[config.mk]
export PLATFORM = sky130hd
export DESIGN_NAME = mu0_run_ctrl
export DESIGN_NICKNAME = d
export VERILOG_FILES = /design/src/rtl/mu0_run_ctrl.sv
export SDC_FILE = /design/constraint.sdc
export NUM_CORES = 1
export LEC_CHECK = 0
export CAP_MARGIN = 10
export CORE_AREA = 2 2 76 78
export CTS_CLUSTER_DIAMETER = 200
export DETAILED_ROUTE_END_ITERATION = 10
export DIE_AREA = 0 0 78 80
export PLACE_DENSITY = 0.84
export SYNTH_ARGS = -nofsm -noshare
export SYNTH_HDL_FRONTEND = slang
export SYNTH_SLANG_ARGS = --single-unit
[constraint.sdc]
create_clock -name clk -period 2.7 [get_ports clk]
set_clock_uncertainty 0.15 [all_clocks]
set_input_delay 0.54 -clock clk [delete_from_list [all_inputs] [get_ports clk]]
set_output_delay 0.54 -clock clk [all_outputs]
set_load 0.03 [all_outputs]
[src/rtl/mu0_run_ctrl.sv]
// mu0_run_ctrl: run controller for the MU0 core.
// Turns debugger start/step/clock-mode commands into a registered core clock
// level plus a one-cycle tick strobe. Halts on core done or on a PC
// breakpoint, and hands the shared program memory to the UART debugger with
// the core clock frozen low.
module mu0_run_ctrl #(
    parameter int SLOW_DIV = 6318000,
    parameter int ADDR_W   = 16
) (
    input  logic              clk,
    input  logic              rstN,
    input  logic [3:0]        clkMode,
    input  logic              startToggle,
    input  logic              stepReq,
    input  logic              done,
    input  logic [ADDR_W-1:0] pc,
    input  logic              bpEn,
    input  logic [ADDR_W-1:0] bpAddr,
    input  logic              dbgReq,
    output logic              dbgGnt,
    output logic              cpuClk,
    output logic              cpuTick,
    output logic              running,
    output logic [1:0]        haltCause
);

    // Slow counter only has to reach SLOW_DIV.
    localparam int CNT_W = (SLOW_DIV > 0) ? $clog2(SLOW_DIV + 1) : 1;

    localparam logic [3:0] MODE_FAST  = 4'd1;
    localparam logic [3:0] MODE_SLOW  = 4'd2;
    localparam logic [3:0] MODE_MAN_L = 4'd3;
    localparam logic [3:0] MODE_MAN_H = 4'd4;

    localparam logic [1:0] CAUSE_NONE = 2'd0;
    localparam logic [1:0] CAUSE_DONE = 2'd1;
    localparam logic [1:0] CAUSE_BP   = 2'd2;

    typedef enum logic [2:0] {
        IDLE,
        RUN,
        STEP,
        HALTED,
        DBG
    } state_t;

    state_t             state, stateD;
    state_t             retState, retStateD;   // where DBG / STEP return to
    logic               cpuClkD;
    logic               cpuTickD;
    logic               dbgGntD;
    logic [1:0]         haltCauseD;
    logic [CNT_W-1:0]   slowCnt, slowCntD;
    logic               bpSkip, bpSkipD;       // lets the first rise after a start pass a breakpoint
    logic               startQ;                // registered copy of startToggle
    logic [3:0]         modeQ;                 // previous clkMode, for change detection

    logic               startEv;
    logic               modeChg;
    logic               modeClk;               // clock level the mode rule asks for
    logic [CNT_W-1:0]   modeCnt;               // slow counter value the mode rule asks for
    logic               riseDue;
    logic               bpHit;

    assign startEv = (startToggle != startQ);
    assign modeChg = (clkMode != modeQ);
    assign bpHit   = bpEn && (pc == bpAddr) && !bpSkip;
    assign riseDue = !cpuClk && modeClk;
    assign running = (state == RUN);

    // Mode rule: the clock level and counter value a free run would produce.
    always_comb begin
        // NOTE: every combinational output gets a default first so no path infers a latch.
        modeClk = 1'b0;
        modeCnt = '0;
        case (clkMode)
            MODE_FAST: begin
                modeClk = !cpuClk;
            end
            MODE_SLOW: begin
                modeClk = cpuClk;
                if (modeChg) begin
                    modeCnt = '0;
                end else if (slowCnt == CNT_W'(SLOW_DIV)) begin
                    modeClk = !cpuClk;
                    modeCnt = '0;
                end else begin
                    modeCnt = slowCnt + 1'b1;
                end
            end
            MODE_MAN_L: modeClk = 1'b0;
            MODE_MAN_H: modeClk = 1'b1;
            default:    modeClk = 1'b0;   // off, and any unknown mode
        endcase
    end

    // Next-state and next-output logic of the run controller.
    always_comb begin
        stateD     = state;
        retStateD  = retState;
        cpuClkD    = cpuClk;
        cpuTickD   = 1'b0;
        dbgGntD    = dbgGnt;
        haltCauseD = haltCause;
        slowCntD   = slowCnt;
        bpSkipD    = bpSkip;

        case (state)
            IDLE, HALTED: begin
                cpuClkD  = 1'b0;
                slowCntD = '0;
                if (startEv) begin
                    stateD     = RUN;
                    haltCauseD = CAUSE_NONE;
                    bpSkipD    = 1'b1;
                end else if (stepReq) begin
                    stateD    = STEP;
                    retStateD = state;
                    cpuClkD   = 1'b1;
                    cpuTickD  = 1'b1;
                end else if (dbgReq) begin
                    stateD    = DBG;
                    retStateD = state;
                    dbgGntD   = 1'b1;
                end
            end

            RUN: begin
                if (done) begin
                    stateD     = HALTED;
                    haltCauseD = CAUSE_DONE;
                    cpuClkD    = 1'b0;
                end else if (dbgReq) begin
                    // Bring the clock low first; grant only once it is low.
                    cpuClkD = 1'b0;
                    if (!cpuClk) begin
                        stateD    = DBG;
                        retStateD = RUN;
                        dbgGntD   = 1'b1;
                    end
                end else if (riseDue && bpHit) begin
                    stateD     = HALTED;
                    haltCauseD = CAUSE_BP;
                end else begin
                    cpuClkD  = modeClk;
                    slowCntD = modeCnt;
                    if (riseDue) begin
                        cpuTickD = 1'b1;
                        bpSkipD  = 1'b0;
                    end
                end
            end

            STEP: begin
                // One high cycle was issued on entry; drop and go back.
                cpuClkD = 1'b0;
                stateD  = retState;
            end

            DBG: begin
                cpuClkD = 1'b0;
                if (done) begin
                    retStateD  = HALTED;
                    haltCauseD = CAUSE_DONE;
                end
                if (!dbgReq) begin
                    dbgGntD  = 1'b0;
                    stateD   = retStateD;
                    slowCntD = '0;
                end
            end

            default: begin
                stateD  = IDLE;
                cpuClkD = 1'b0;
                dbgGntD = 1'b0;
            end
        endcase
    end

    // State and output registers, cleared asynchronously.
    always_ff @(posedge clk or negedge rstN) begin
        if (!rstN) begin
            state     <= IDLE;
            retState  <= IDLE;
            cpuClk    <= 1'b0;
            cpuTick   <= 1'b0;
            dbgGnt    <= 1'b0;
            haltCause <= CAUSE_NONE;
            slowCnt   <= '0;
            bpSkip    <= 1'b0;
            startQ    <= 1'b0;
            modeQ     <= 4'd0;
        end else begin
            // NOTE: non-blocking assignments so every register samples pre-edge values.
            state     <= stateD;
            retState  <= retStateD;
            cpuClk    <= cpuClkD;
            cpuTick   <= cpuTickD;
            dbgGnt    <= dbgGntD;
            haltCause <= haltCauseD;
            slowCnt   <= slowCntD;
            bpSkip    <= bpSkipD;
            startQ    <= startToggle;
            modeQ     <= clkMode;
        end
    end

endmodule

==> metrics.txt <==
status=completed; initial antenna violation count=0; TritonCTS clock tree=built; Total Routing Usage GR=0.225; drt via density=5.96; die height=80 um; Hold Fails Final Rpt=0; Final nets=414; Slew headroom=0.406; Hold WS=0.210 ns; Initial Util=0.522; Syn Area/Cell=9.08 um^2; Critical Path Start Type=flop; most instantiated cells after synthesis=dfrtp_1 (40), a21oi_1 (28), nand2_1 (25), nor2_1 (24), xnor2_1 (20); Async S/R FF share, synth=1.00; Crit path max-delay family=buffers and inverters; dpl ws=0.0296 ns; dominant synthesized flop cell=dfrtp_1; number of detailed-route iterations in the first pass=4; sequential fraction of the synthesis area=0.355; vias in the first global route=2429; Core Footprint=5410 um^2; CP max FO=6; CTS Buf Count=5; PnR Total Power=2.57 mW; Syn. warnings=0; die width=78 um; clk sink count=40; DRT iter0 DRCs=228; Worst-path clk slew=0.08 ns; Worst Path Buf+Inv=2; R2R Path End=slowCnt[1]; fin worst setup slack=0.0903 ns; worst-skew pair later-pin latency=0.30 ns; R2R Setup Slk=0.27 ns; PD cells=719 nW/um^2; crit path time final=2.61 ns; grt total ovfl=0; cell leakage power=1.41 nW; R2R Path Start=slowCnt[0]; setup_tns=0 ns; most common cell in the netlist=dfrtp_1; HP Class=in -> async; number of synthesized flops with an enable pin=0; CTS H-tree lvls=2; cts hold-fix bufs=0; area delta synth->final=26.5%; DR DRC count=0; layout cell share with drive strength beyond 1=0.125; Setup crit end kind=primary output; #FFs+latches synth=40; post-DP HPWL=4.92 mm; Final Setup Violations=0; RSZ-0062 raised after global routing=false; via count=2630; root buffer cell=clkbuf_8; post-synthesis cell type count=60; Critical-path top delay cell=clkdlybuf4s50_1; Worst Tran Pin Value=0.891 ns; port bufs=48; # rows=27; final WL=6.82 mm; CTS-repair resized insts=0; Avg WL per Cell=15.5 um; CP Cell Sequence=nor2_1, nand2_1, inv_1, clkdlybuf4s50_1; fmax=383 MHz; Synth Instances=311; die area=6240 um^2; Register-to-Register Path Depth=9; GPL Wtd Cong=0.848; crit path kind=reg -> out; largest net degree at the start of global routing=41; data required time of the worst path=2.01 ns; post-synthesis cell area=2820 um^2; largest stage delay on the critical path=0.71 ns; global-route wire length before repair=11.3 mm; top-area cell type share of the netlist area=0.355; CTS Buffer Depth=2; Final period util=0.967; I/O pin count=49; largest area contributor in the netlist=dfrtp_1; VDD IR max=523 uV; max-slew violation count=0; Post-CTS Setup Bufs=0; synth top area cells=dfrtp_1 (35%), xnor2_1 (6.2%), a21oi_1 (5.0%); Syn Nets=356; critical path arrival=1.92 ns; Antenna Cells=0; antenna-violating nets left=0; max_cap viols=0
[cells in the final DEF (no fill, tap or decap), types with 3 or more instances in the layout]
cell type	synthesis	routed
nor3_1	14	14
a21o_1	5	5
a21oi_1	28	28
o2bb2ai_1	6	6
clkdlybuf4s50_1	0	47
nor3b_1	4	4
and4_1	3	3
xnor2_1	20	20
clkbuf_8	0	5
o2bb2ai_2	8	8
dfrtp_1	40	40
or3_1	4	4
nor2_1	24	24
and3_1	4	4
nand2_1	25	25
inv_1	12	12
nand4_1	7	7
nor4b_1	3	3
o21ai_0	8	8
buf_4	1	18
or4_1	3	3
nand2b_1	6	6
mux2i_1	5	5
o31ai_1	4	4
a31oi_1	3	3
o22a_1	6	6
nor2b_1	3	3
nand3_1	13	13
[where the power goes]
part | switching [mW] | internal [mW]
clock network | 0.215 | 0.364
logic | 0.728 | 0.515
registers | 0.0726 | 0.672
total | 1.02 | 1.55
[cell families after synthesis]
kind of cell	count (synthesis)	share of synthesized area
xor gates and xnor gates	22	0.0683
and+or+nand+nor	123	0.254
buffers and inverters	27	0.0452
AOI/OAI and AO/OA	90	0.243
adders and majority gates	2	0.00886
DFF	40	0.355
muxes	7	0.0257
[stage by stage]
stage / cell area (um^2) / util / std cells
floorplan: 2820 / - / 311
global placement: 3440 / 0.637 / 434
detailed placement: 3440 / 0.637 / 434
CTS: 3570 / 0.660 / 441
global route: 3570 / 0.660 / 441
finish: 3570 / 0.660 / 441
[worst max path at each step]
| stage | cells past startpoint | startpoint | end |
|---|---|---|---|
| floorplan | 8 | slowCnt[0] | slowCnt[1] |
| global placement | 8 | clkMode[2] | haltCause[0] |
| detailed placement | 8 | clkMode[2] | slowCnt[12] |
| CTS | 4 | state[2] | running |
| global route | 4 | state[1] | running |
| finish | 4 | state[2] | running |
[metal layers]
metal | up-vias | GRT usage | share of wire
met2 | 81 | 0.378 | 0.47
met5 | - | 0 | 0
li1 | 1270 | - | -
met1 | 1270 | 0.292 | 0.45
met4 | 0 | 0.0649 | 0.013
met3 | 9 | 0.0486 | 0.059
[final cells by class]
class	count	area [um^2]
multi-input cells	244	1690
repair buffers	66	611
clock buffers	5	68.8
fillers	431	1840
inverters	12	45.0
clock inverters	2	60.1
flip-flops and latches	40	1000
well taps	72	90.1
[sequential cells by signal, indices dropped and copies added (netlist names)]
name,cells
dbgGnt,1
bpSkip,1
slowCnt,23
retState,3
haltCause,2
state,3
modeQ,4
cpuTick,1
startQ,1
cpuClk,1
Note: power is estimated with default switching activity, not from simulation.
